<file path="src/rtl/uart_pkg.sv">
// Shared UART definitions: frame states, default baud divisor, data width
// and the odd-parity helper used by both tx and rx.
package uart_pkg;

    typedef enum logic [2:0] {
        IDLE  = 3'd0,
        START = 3'd1,
        BITS  = 3'd2,
        PAR   = 3'd3,
        STOP  = 3'd4,
        ACK   = 3'd5
    } frame_state_t;

    localparam int unsigned BIT_CLKS_19200 = 5208;
    localparam int unsigned DATA_BITS      = 8;

    // Parity bit that makes data plus parity hold an odd number of 1s.
    function automatic logic odd_par(input logic [DATA_BITS-1:0] b);
        return ~^b;
    endfunction

endpackage

</file>
<file path="src/rtl/baud_timer.sv">
// Free-running bit-period timer: counts up every cycle, wraps to zero at
// TERMINAL or whenever the owning FSM asks for a clear.
module baud_timer #(
    parameter int unsigned WIDTH    = 13,
    parameter int unsigned TERMINAL = 5207
) (
    input  logic             clk,
    input  logic             Reset,
    input  logic             clear,
    output logic [WIDTH-1:0] count,
    output logic             done
);

    assign done = (count == WIDTH'(TERMINAL));

    // Count up, restarting on reset, clear request or terminal count.
    always_ff @(posedge clk) begin
        if (Reset || clear || done)
            count <= '0;
        else
            count <= count + WIDTH'(1);
    end

endmodule

</file>
<file path="src/rtl/rx.sv">
// UART receiver: 1 start, 8 data (LSB first), odd parity, 1 stop.
// Received bytes are offered with a four-phase Receive/ReceiveAck handshake.
module rx
    import uart_pkg::*;
#(
    parameter int unsigned BIT_CLKS  = BIT_CLKS_19200,
    parameter int unsigned HALF_CLKS = BIT_CLKS / 2
) (
    input  logic       clk,
    input  logic       Reset,
    input  logic       Sin,
    input  logic       ReceiveAck,
    output logic       Receive,
    output logic [7:0] Dout,
    output logic       parityErr,
    output logic       frameErr
);

    localparam int unsigned TW = 13;

    logic                 sMeta;
    logic                 sSin;
    frame_state_t         state;
    frame_state_t         stateNext;
    logic                 timerClear;
    logic [TW-1:0]        timer;
    logic                 bitDone;
    logic                 halfHit;
    logic [2:0]           bitCount;
    logic [DATA_BITS-1:0] shiftReg;
    logic                 parBit;

    baud_timer #(
        .WIDTH    (TW),
        .TERMINAL (BIT_CLKS - 1)
    ) uTimer (
        .clk   (clk),
        .Reset (Reset),
        .clear (timerClear),
        .count (timer),
        .done  (bitDone)
    );

    assign halfHit = (timer == TW'(HALF_CLKS - 1));
    assign Receive = (state == ACK);

    // Two-flop synchroniser for the asynchronous serial line; idles high.
    always_ff @(posedge clk) begin
        if (Reset) begin
            sMeta <= 1'b1;
            sSin  <= 1'b1;
        end else begin
            sMeta <= Sin;
            sSin  <= sMeta;
        end
    end

    // Next-state and timer-clear decode for the frame FSM.
    always_comb begin
        stateNext  = state;
        timerClear = 1'b0;
        case (state)
            IDLE: begin
                timerClear = 1'b1;
                if (!sSin) stateNext = START;
            end
            START: begin
                if (halfHit) begin
                    if (!sSin) begin
                        stateNext  = BITS;
                        timerClear = 1'b1;
                    end else begin
                        stateNext = IDLE;
                    end
                end
            end
            BITS:  if (bitDone && bitCount == 3'(DATA_BITS - 1)) stateNext = PAR;
            PAR:   if (bitDone) stateNext = STOP;
            STOP:  if (bitDone) stateNext = ACK;
            ACK: begin
                timerClear = 1'b1;
                if (ReceiveAck) stateNext = IDLE;
            end
            default: stateNext = IDLE;
        endcase
    end

    // State register.
    always_ff @(posedge clk) begin
        if (Reset)
            state <= IDLE;
        else
            state <= stateNext;
    end

    // Bit-centre sampling, parity capture and result registers.
    always_ff @(posedge clk) begin
        if (Reset) begin
            bitCount  <= '0;
            shiftReg  <= '0;
            parBit    <= 1'b0;
            Dout      <= '0;
            parityErr <= 1'b0;
            frameErr  <= 1'b0;
        end else begin
            case (state)
                START: if (halfHit && !sSin) bitCount <= '0;
                BITS: begin
                    if (bitDone) begin
                        shiftReg[bitCount] <= sSin;
                        if (bitCount != 3'(DATA_BITS - 1))
                            bitCount <= bitCount + 3'd1;
                    end
                end
                PAR: if (bitDone) parBit <= sSin;
                STOP: begin
                    if (bitDone) begin
                        Dout      <= shiftReg;
                        parityErr <= odd_par(shiftReg) ^ parBit;
                        frameErr  <= ~sSin;
                    end
                end
                default: ;
            endcase
        end
    end

endmodule

</file>
<file path="config.mk">
export PLATFORM = sky130hd
export DESIGN_NAME = rx
export DESIGN_NICKNAME = d
export VERILOG_FILES = /design/src/rtl/uart_pkg.sv /design/src/rtl/baud_timer.sv /design/src/rtl/rx.sv
export SDC_FILE = /design/constraint.sdc
export NUM_CORES = 1
export LEC_CHECK = 0
export ABC_AREA = 1
export BUFFER_PORTS_ARGS = -buffer_cell sky130_fd_sc_hd__buf_4
export CORE_ASPECT_RATIO = 0.75
export CORE_UTILIZATION = 55
export CTS_BUF_LIST = sky130_fd_sc_hd__clkbuf_8
export CTS_CLUSTER_SIZE = 20
export DETAILED_ROUTE_END_ITERATION = 6
export PLACE_DENSITY_LB_ADDON = 0.05
export SYNTH_ARGS = -nofsm -noshare
export SYNTH_HDL_FRONTEND = slang
export SYNTH_SLANG_ARGS = --single-unit
</file>
<file path="constraint.sdc">
create_clock -name clk -period 1.7 [get_ports clk]
set_input_delay 0.425 -clock clk [delete_from_list [all_inputs] [get_ports clk]]
set_output_delay 0.425 -clock clk [all_outputs]
set_load 0.02 [all_outputs]
</file>
; Word-level counts from Yosys, hierarchy flattened
; Cells that the tools add are included.
[classes]
multipliers = 0
n_eq_ne = 18
n_addsub = 2
n_reduce_logical = 15
n_mux = 18
bitwise = 2
order_cmp = 2
div_mod_pow = 0
shift = 0
[ops]
columns = cell, n
row1 = two-way mux 3 bit, 9
row2 = "inequality test 2 bit, second input constant", 9
row3 = one-hot mux 3 bit (6 select lines), 1
row4 = "adder 13 x 1 -> 13 bit, second input constant", 1
row5 = "== test 13 x 12 -> 1 bit, second input constant", 1
row6 = "== test 13 bit, second input constant", 1
row7 = "== test 3 bit, second input constant", 3
row8 = bitwise mux 8 bit, 1
row9 = XNOR reduction 8 bit, 1
row10 = "== test 3 x 2 -> 1 bit, second input constant", 2
row11 = one-hot mux 3 bit (2 select lines), 1
row12 = AND reduction 2 bit, 3
row13 = AND reduction 6 bit, 1
row14 = "less-than comparator 3 x 4 -> 1 bit, second input constant", 1
row15 = AND reduction 4 bit, 1
row16 = "adder 3 x 1 -> 3 bit, second input constant", 1
row17 = demux 1 bit (select 3 bit), 1
row18 = "== test 3 x 1 -> 1 bit, second input constant", 1
row19 = "greater-or-equal comparator 3 x 1 -> 1 bit, second input constant", 1
row20 = logical AND 1 bit, 3
row21 = zero test 3 bit, 1
row22 = two-way mux 1 bit, 3
row23 = "inequality test 3 bit, second input constant", 1
row24 = logical OR 1 bit, 2
row25 = 7 further kinds, 7
[word_totals]
latchBits = 0
ram_bits = 0
ff_bits = 40
elab_cells = 67
memories = 0
inputBits = 4
romBits = 0
out_inout_bits = 11

; Logic depth before layout (Yosys ltp)
[logic_depth]
depth_word = 5
ltp_mapped = 11
depth_no_buf = 10

; Hierarchy
; From an unflattened synthesis, not the netlist that was laid out.
[hier_totals]
cells_unflattened = 303
area_unflattened_um2 = 2094.5
[modules_own_cells]
columns = module, area_per_inst_um2, instances, seq_area_each_um2, cells_each
row1 = rx, 1407.6, 1, 540.5, 210
row2 = baud_timer, 686.9, 1, 260.2, 93

; Worst setup path before layout
; No wires, ideal clock.
[synth_path]
kind = register to register
from = register state[0]
to = register state[1]
slack_ns = 0.243
setup_time_ns = 0.113
t_required_ns = 1.587
path_buffers = 0
synth_period_minus_slack_ns = 1.457
stages_incl_launch_ff = 10
arrival_ns = 1.344
path_cell_list = dfxtp_1 -> nand2_1 -> nor2_1 -> nand2_1 -> nand3_1 -> inv_1 -> nand2_2 -> nor2_4 -> nor2_1 -> nor2_1
[synth_via]
elab_chain_cells = 3
elab_cells_between_ends = 14
classes_between = eq/ne (11) / mux (1) / reduce/logical (2)
[synth_lines]
columns = item, line_no
row1 = start: declaration, rx.sv:23  ; frame_state_t state;
row2 = start signal: assignment, rx.sv:93  ; state <= stateNext;
row3 = == test 3 bit *, -
row4 = net Receive, rx.sv:13  ; output logic Receive,
row5 = inequality test 2 bit (no source line), -
row6 = AND reduction 6 bit (no source line), -
; The timed path passes the listed nets; every way through them passes the cells marked *.
; A chain may end at the register's enable or synchronous reset.

; Worst setup path after layout
[layout_path]
from = register state[2]
to = output port Receive
[layout_via]
elab_chain_cells = 1
[layout_lines]
columns = item, line_no
row1 = == test 3 bit, rx.sv:45  ; assign Receive = (state == ACK);
row2 = end: declaration, rx.sv:13
; No other way between the ends.

==> impl_results.md <==
* Status: finished, final reports clean
* Count leader, synth: nand2_1
* Net count reported at finish at 337
* CTS root buf: clkbuf_8
* Syn. warnings at 0
* WHS Endpoint: sMeta$_SDFF_PP1_
* Syn Inst Count at around 300
* GRT met3 Usage at under 10%
* Final Util at around two thirds
* Number of vias per cell at 5.125
* Placer Congestion at just over 0.8
* Leakage at slightly above 1 nW
* Drt drc at 0
* Die height at 55.52 um
* Layout cells sized above 1 at about a fifth
* Worst reg2reg endpoint: Dout[5]$_SDFFE_PP0P_
* Skew-Pair Late Insertion Delay at between 200 and 300 ps
* First-pass DRT Iterations at 4
* Met1 usage at between 30% and 40%
* PD cells at approximately 1200 mW/mm^2
* Slowest-stage cell, CP: dfxtp_1
* Antenna violations before repair at 0
* Number of antenna diodes at 0
* CP endpoint kind: primary output
* Fmax at 637.9 MHz
* Top cell type's share of synthesized area at roughly two fifths
* Area grow syn2layout at 16.74%
* Global-route wire length before repair at roughly 7 mm
* Post-route cell area at 0.002452 mm^2
* Gr ovfl total at 0
* Register area at between 800 and 900 um^2
* EDFF count, synth at 0
* Hold Crit Start: Sin
* Clock Sinks at 40
* Cells along the critical path: nand2_1 > nor2_1 > buf_4
* H-tree levels at 2
* R2r setup slk at 140 ps
* Reg-to-reg startpoint: uTimer.count[0]$_SDFF_PP0_
* Leading area contributor after synthesis: dfxtp_1
* Seq/Total Area, Yosys at 38.12%
* Slew HR at between 60% and 70%
* Clk pin slew, worst setup/hold paths at about 80 ps
* Slew @ Worst Pin at about 510 ps
* Die width at between 70 and 80 um
* Critical path class: reg2out
* Die area at 0.004073 mm^2
* Depth of the most critical reg-to-reg path at 8
* Hold path depth at 2
* IO Pins at 15
* Initial Util at 57.38%
* Clock tree buffer depth at 2
* CP required at about 1300 ps
* Hold Buf Count CTS at 0
* Met2 usage at 29.89%
* Max Clock Skew at roughly 5.4 ps
* Number of global-route vias before repair at around 1,600
* Fillers at around 370
* Final ANT Viol Nets at 0
* Slew Viols, Final at 0
* Synth Flop Type: dfxtp_1
* Detail Placement HPWL at 3.109 mm
* Cell variety after synth at 30
* Ys async rst share at 0%
* Max incr delay on CP at ~400 ps
* Max IR drop VDD at 0.001082 V
* Final min period at 1568 ps
* CTS tree: done
* Synthesized area at between 0.002 and 0.0025 mm^2
* Register bit count reported by yosys at 40
* Area occupied by multi-input gates at between 0.001 and 0.0015 mm^2
* Hold WC Path Type: in2reg
* Routed WL per cell at approximately 11 um
* CORE AREA at ~0.0037 mm^2
* Overall Power at around 3 mW
* Ratio of final minimum period to clock period at between 90% and 100%
* Maxcap violations at 0
* Placed cell areas at 0.002238 mm^2
* TritonCTS buffer count at 5
* Endpoints failing setup at 0
* CP startpoint kind: flop
* Detailed Route WL at 4.371 mm
* Vias at roughly 2,000
* Crit Path Max Fanout at 5
* # rows at 19
* Mapped Nets at roughly 320
* First DRT Iteration DRCs at between 80 and 90
* Port Buf Inserts at 14
* Syn_area_per_cell at 6.799 um^2
* Most used routing layer: met1
* Ranking of synthesized cells by area: dfxtp_1 38%, nand2_1 14%, nor2_1 8.6%
* Fin. Hold Viols at 0
* Tot GR Track Use at ~23%
* Synth top cells by count: 76 x nand2_1, 48 x nor2_1, 40 x dfxtp_1
* CP Data Arrival Time at ~1100 ps
* Pin count of the biggest net entering global routing at 18
==> how the worst max path moves through the flow <==
stage,from,endpoint,slack (ps),cells after the start
3_3_place_gp,uTimer.count[0]$_SDFF_PP0_,uTimer.count[2]$_SDFF_PP0_,70,6
4_1_cts,uTimer.count[0]$_SDFF_PP0_,Dout[5]$_SDFFE_PP0P_,10,7
5_1_grt,uTimer.count[0]$_SDFF_PP0_,Dout[5]$_SDFFE_PP0P_,-30,8
2_1_floorplan,state[0]$_SDFFE_PP0P_,state[1]$_SDFFE_PP0P_,240,9
6_report,state[2]$_SDFFE_PP0P_,Receive,130,3
3_5_place_dp,uTimer.count[0]$_SDFF_PP0_,uTimer.count[10]$_SDFF_PP0_,-1,6
==> cell usage in the layout, fill, tap and decap left out, drive strengths merged <==
master	count
xor2	1
dfxtp	40
nand2	81
bufinv	1
ha	3
a211oi	6
a31oi	3
nand4	4
xnor2	2
clkinv	1
or2	2
o211ai	1
clkbuf	6
buf	19
nand3	22
nor2	56
nand3b	3
inv	41
nand2b	1
nor3	13
o21ai	9
a21oi	16
==> worst max-delay path, delay by kind of cell (launching register included) <==
family	cells	cell delay, ps
flops	1	410
simple gates	2	260
buf+inv	1	190
==> flip-flops by register name (all words and copies together) (netlist names) <==
register and count:
parityErr 1, bitCount 3, parBit 1, uTimer.count 13
shiftReg 8, state 3, sMeta 1, sSin 1
frameErr 1, Dout 8
==> layer usage <==
| layer | vias to the layer above | part of all wire (%) |
|---|---|---|
| met5 | - | 0 |
| met3 | 7 | 4.8 |
| met1 | 880 | 54 |
| li1 | 1033 | - |
| met2 | 43 | 40 |
| met4 | 0 | 1.3 |
==> power by group <==
part	switching, mW	internal [mW]
combinational	0.672	0.380
clock	0.346	0.480
sequential	0.0982	1.02
total	1.12	1.88
==> kinds of logic after synthesis <==
kind of cell / synth area share (%)
compound gates: 10.54
simple gates: 39.07
fa+ha+maj: 1.787
buf+inv: 9.231
xor+xnor: 1.251
flops: 38.12
==> per-stage QoR <==
stage,setup TNS (ps),cells,setup slack [ps],hold WS (ps)
2_1_floorplan,0,309,243.0,389.5
3_3_place_gp,0,370,74.17,394.6
3_5_place_dp,-1.052,370,-1.052,394.0
4_1_cts,0,378,12.39,308.5
5_1_grt,-76.87,383,-27.40,305.3
6_report,0,383,132.3,315.4
==> final cells by class <==
class	count	share of cell area, %
repair buffers	19	6.837
clock buffers	6	3.367
flip-flops and latches	40	32.70
multi-input cells	223	46.58
clock inverters	2	1.582
well taps	52	2.653
inverters	41	6.276
==> what timing repair did <==
action                                  4_1_cts  5_1_grt
pin swaps                                     0        3
resized for setup                             1        5
setup buffers                                 0        4
gates cloned                                  0        1
endpoints found under the setup margin       13       33
Note: power is estimated with default switching activity, not from simulation.
